--- config.mk ---
export PLATFORM = sky130hd
export DESIGN_NAME = dram_refresh_ctrl
export DESIGN_NICKNAME = d
export VERILOG_FILES = /design/src/rtl/dram_pkg.sv /design/src/rtl/dram_refresh_timer.sv /design/src/rtl/dram_refresh_ctrl.sv
export SDC_FILE = /design/constraint.sdc
export NUM_CORES = 1
export LEC_CHECK = 0
export ABC_AREA = 1
export BUFFER_PORTS_ARGS = -buffer_cell sky130_fd_sc_hd__clkbuf_2
export CORE_MARGIN = 2
export CORE_UTILIZATION = 60
export DETAILED_ROUTE_END_ITERATION = 10
export PLACE_DENSITY = 0.83
export RECOVER_POWER = 50
export SETUP_SLACK_MARGIN = 0.05
export SLEW_MARGIN = 25
export SYNTH_ARGS = -nofsm -noshare
export SYNTH_HDL_FRONTEND = slang
export SYNTH_HIERARCHICAL = 1
export SYNTH_SLANG_ARGS = --single-unit
--- constraint.sdc ---
create_clock -name clk -period 3 [get_ports clk]
set_clock_uncertainty 0.05 [all_clocks]
set_input_delay 0.15 -clock clk [delete_from_list [all_inputs] [get_ports clk]]
set_output_delay 0.15 -clock clk [all_outputs]
set_load 0.005 [all_outputs]
--- src/rtl/dram_pkg.sv ---
// dram_pkg: shared FSM state encodings and width helper for the DRAM refresh controller
package dram_pkg;

    localparam logic [1:0] IDLE    = 2'b00;
    localparam logic [1:0] READ    = 2'b01;
    localparam logic [1:0] WRITE   = 2'b10;
    localparam logic [1:0] REFRESH = 2'b11;

    function automatic int clog2(input int v);
        int r;
        r = 0;
        for (int i = 0; i < 31; i++)
            if ((1 << i) < v) r = i + 1;
        return r;
    endfunction

endpackage

--- src/rtl/dram_refresh_timer.sv ---
// dram_refresh_timer: free-running refresh interval counter raising ref_pending until refresh starts
module dram_refresh_timer
    import dram_pkg::*;
#(
    parameter int REF_INTERVAL = 64
) (
    input  logic clk,
    input  logic reset_n,
    input  logic ref_start,
    output logic ref_pending
);

    localparam int CNT_W = clog2(REF_INTERVAL);

    logic [CNT_W-1:0] count;
    logic             wrap;

    assign wrap = count == CNT_W'(REF_INTERVAL - 1);

    // count wraps every interval; a wrap raises the request, starting a refresh retires it
    always_ff @(posedge clk or negedge reset_n)
        if (!reset_n) begin
            count       <= '0;
            ref_pending <= 1'b0;
        end else begin
            count       <= wrap ? '0 : count + 1'b1;
            ref_pending <= wrap ? 1'b1 : ref_start ? 1'b0 : ref_pending;
        end

endmodule

--- src/rtl/dram_refresh_ctrl.sv ---
// dram_refresh_ctrl: single-port DRAM model with request FSM, read latency and periodic auto-refresh
module dram_refresh_ctrl
    import dram_pkg::*;
#(
    parameter int DATA_W       = 8,
    parameter int ADDR_W       = 4,
    parameter int RD_LAT       = 2,
    parameter int REF_INTERVAL = 64,
    parameter int REF_CYCLES   = 4
) (
    input  logic              clk,
    input  logic              reset_n,
    input  logic              req_valid,
    output logic              req_ready,
    input  logic              req_we,
    input  logic [ADDR_W-1:0] req_addr,
    input  logic [DATA_W-1:0] req_wdata,
    output logic              rsp_valid,
    output logic [DATA_W-1:0] rsp_rdata,
    output logic              ref_pending,
    output logic [1:0]        curr_state
);

    localparam int PH_W = clog2(RD_LAT > REF_CYCLES ? RD_LAT : REF_CYCLES) + 1;

    logic [1:0]        state, next_state;
    logic [PH_W-1:0]   phase;
    logic              accept, ref_start, last_phase, read_done;
    logic [ADDR_W-1:0] addr_q;
    logic [DATA_W-1:0] wdata_q, rd_sample;
    logic [DATA_W-1:0] mem [2**ADDR_W];

    dram_refresh_timer #(.REF_INTERVAL(REF_INTERVAL)) u_timer (
        .clk         (clk),
        .reset_n     (reset_n),
        .ref_start   (ref_start),
        .ref_pending (ref_pending)
    );

    assign curr_state = state;

    // state register; phase restarts on every state change and counts cycles spent in a state
    always_ff @(posedge clk or negedge reset_n)
        if (!reset_n) begin
            state <= IDLE;
            phase <= '0;
        end else begin
            state <= next_state;
            phase <= next_state == state ? phase + 1'b1 : '0;
        end

    // refresh wins over a waiting request; READ and REFRESH leave on their last phase
    always_comb
        next_state = state == IDLE  ? (ref_pending ? REFRESH : accept ? (req_we ? WRITE : READ) : IDLE) :
                     state == WRITE ? IDLE :
                     last_phase     ? IDLE : state;

    // handshake and phase decode
    always_comb begin
        req_ready  = state == IDLE && !ref_pending;
        accept     = req_valid && req_ready;
        ref_start  = state == IDLE && ref_pending;
        last_phase = phase == (state == READ ? PH_W'(RD_LAT - 1) : PH_W'(REF_CYCLES - 1));
        read_done  = state == READ && last_phase;
    end

    // read response pulses on the edge that returns the FSM to IDLE; data holds otherwise
    always_ff @(posedge clk or negedge reset_n)
        if (!reset_n) begin
            rsp_valid <= 1'b0;
            rsp_rdata <= '0;
        end else begin
            rsp_valid <= read_done;
            if (read_done) rsp_rdata <= rd_sample;
        end

    // storage is never reset; a write commits only on the edge leaving WRITE, so reset drops it
    always_ff @(posedge clk) begin
        if (accept) begin
            addr_q    <= req_addr;
            wdata_q   <= req_wdata;
            rd_sample <= mem[req_addr];
        end
        if (state == WRITE) mem[addr_q] <= wdata_q;
    end

endmodule

==> results.md <==
- Status: finished with violations
- Failing checks: capacitance limit, slew limit
- Max Cap Viol: 1
- Synth top area share: 62.6%
- # placed instances: 813
- IO Pins: 29
- Max-slew headroom: -5.34%
- Hold Crit Depth: 4
- Final Non-Filler Cells: 856
- Startpoint types: primary input
- Setup Buffers After CTS: 0
- Drt total wl: 15000 µm
- WL per Instance: 17.5 µm
- Row count: 39
- Ys flop type: edfxtp_1
- Die outline width: 113 µm
- Clk pin slew, worst setup/hold paths: 0.06 ns
- Flops & latches, synth: 169
- Post-synth top cells: 209 x nand2_1, 148 x edfxtp_1, 112 x inv_1
- Global-route wire length before repair: 23500 µm
- YS warnings: 6
- Tmin final: 2.41 ns
- Core area: 11500 µm²
- Fin Hold WS: 0.0443 ns
- Crit Path Class: primary input to register
- Largest net degree at the start of global routing: 66
- Die span in y: 113 µm
- Post-DP HPWL: 9140 µm
- Min-delay src: req_valid
- Final WS setup: 0.589 ns
- Ant. Diodes: 0
- H-tree depth: 4
- Number of port buffers: 28
- CTS root buf: clkbuf_16
- Dominant cell by count in the synthesized netlist: nand2_1
- Vias in the first global route: 4608
- Final slew viol count: 35
- Worst Setup End Kind: register
- Post-synth EDFFs: 148
- Die Footprint: 12700 µm²
- Global placement routability congestion: 0.913
- Worst hold path type: primary input to register
- Ys async rst share: 12.4%
- Layout cell share with drive strength beyond 1: 7.99%
- Cell taking the most area after synthesis: edfxtp_1
- Register area: 4970 µm²
- Total track usage: 25.0%
- Hold EP: phase[2]
- F_max: 0.415 GHz
- Fillers: 808
- Total grt overflow: 0
- Area growth syn-to-layout: 12.4%
- Final period utilization: 80.4%
- Area of the multi-input gates: 1540 µm²
- Pre-antenna DRT Iters: 7
- Mapped Avg Cell Area: 10.7 µm²
- Post-synthesis sequential area ratio: 70.0%
- DRC viols: 0
- Final setup vio count: 0
- Synthesized Nets: 682
- Slew @ Worst Pin: 1.58 ns
- Initial Util: 62.0%
- Inserted Clock Buffers: 17
- CTS tree: done
- RSZ-0062 raised after global routing: false
- Worst EP arrival: 2.53 ns
- NumNets Final: 718
- CP Data Required Time: 3.12 ns
- Total power: 0.00589 W
- Initial antenna violation count: 0
- Worst-Skew Late Latency: 0.43 ns
- Clock sinks: 169
- Hold Fails Final Rpt: 0
- Cts repair resizes: 0
- Reg2reg setup slack: 0.79 ns
- R2R Path Start: curr_state[1]
- Top post-synthesis cells by area: edfxtp_1 63%, nand2_1 11%, dfrtp_1 7.4%
- 1st-iter DRT viols: 486
- FF-to-FF End: mem[10][6]
- Drt via density: 5.47
- Pwr/cell area: 738 nW/µm²
- Post-Syn Area: 7100 µm²
- Post-DRT Antenna Nets: 0
- Lkg Pwr: 3.46 nW
- R2r worst-path depth: 4
- Crit path max fanout: 34
- CTS max path bufs: 2
- Peak supply drop: 0.657 mV
- Pre-CTS setup slack: 0.880 ns
- Synthesized instance count: 664
- Post-synthesis cell type count: 24
- Final setup TNS: 0 ns
- Via count: 4682
[logic make-up after synthesis]
logic type,synth area share (%)
DFF,70.0
buffers and inverters,8.42
xor gates and xnor gates,0.370
and+or+nand+nor,20.3
adders and majority gates,0.352
AOI/OAI and AO/OA,0.634
[worst max-delay path by stage]
| stage | startpoint | end | depth (start not counted) |
|---|---|---|---|
| floorplan | curr_state[1] | addr_q[0] | 3 |
| global placement | curr_state[1] | mem[15][3] | 4 |
| detailed placement | curr_state[1] | mem[14][4] | 4 |
| CTS | curr_state[1] | mem[10][6] | 4 |
| global route | req_addr[1] | rd_sample[5] | 6 |
| finish | req_addr[1] | rd_sample[7] | 6 |
[sequential cells by signal, summed over array words and instances, names as in the netlist]
| register | count |
|---|---|
| u_timer/ref_pending | 1 |
| mem | 128 |
| phase | 3 |
| u_timer/count | 6 |
| curr_state | 2 |
| rd_sample | 8 |
| addr_q | 4 |
| wdata_q | 8 |
| rsp_rdata | 8 |
| rsp_valid | 1 |
[worst max-delay path: stages]
cell      delay, ns
clkbuf_1       1.12
inv_2          0.63
nand3_1        0.26
nand3_1        0.12
nand3_1        0.15
nand2_1        0.09
[metal layers]
| layer | vias to the layer above | global-route usage (%) | routed length [µm] |
|---|---|---|---|
| met5 | - | 0 | 0 |
| met3 | 29 | 6.27 | 1370 |
| met2 | 250 | 41.5 | 7490 |
| met4 | 0 | 10.6 | 294 |
| li1 | 2214 | - | - |
| met1 | 2189 | 31.6 | 5810 |
[metrics by stage]
| stage | instance area [µm²] | util [%] |
|---|---|---|
| 6_report | 7980 | 69.6 |
| 5_1_grt | 7980 | 69.6 |
| 4_1_cts | 8000 | 69.8 |
| 3_5_place_dp | 7280 | 63.5 |
| 3_3_place_gp | 7280 | 63.5 |
| 2_1_floorplan | 7100 | - |
[where the power goes]
group	switching (W)	internal, W
registers	0.000213	0.00284
clock network	0.000859	0.00139
logic	0.000395	0.000195
total	0.00147	0.00443
[layout make-up]
| cell class | instances | share of cell area (%) |
|---|---|---|
| Clock buffer | 20 | 5.47 |
| Clock inverter | 12 | 2.19 |
| Inverter | 115 | 5.41 |
| Multi-Input combinational cell | 356 | 19.2 |
| Sequential cell | 169 | 62.3 |
| Tap cell | 143 | 2.24 |
| Timing Repair Buffer | 41 | 3.18 |
[placed cells by master (no fill, tap or decap), drive strengths merged]
master | Yosys | final
nand2 | 209 | 209
edfxtp | 148 | 148
inv | 115 | 115
nand3 | 103 | 103
clkbuf | 2 | 48
nor2 | 27 | 27
dfrtp | 21 | 21
dlygate4sd3 | 0 | 11
clkinv | 0 | 5
bufinv | 0 | 4
o21ai | 3 | 3
clkinvlp | 0 | 3
a21oi | 2 | 2
nand3b | 2 | 2
xnor2 | 2 | 2
ha | 2 | 2
buf | 22 | 2
a31oi | 1 | 1
a21boi | 1 | 1
nor3 | 1 | 1
nand4 | 1 | 1
xor2 | 1 | 1
o22ai | 1 | 1
[timing repair]
action / 4_1_cts / 5_1_grt
hold buffers: 11 / 0
setup endpoints to repair: 0 / 0
hold endpoints to repair: 31 / 0
(Power assumes the default switching activity.)
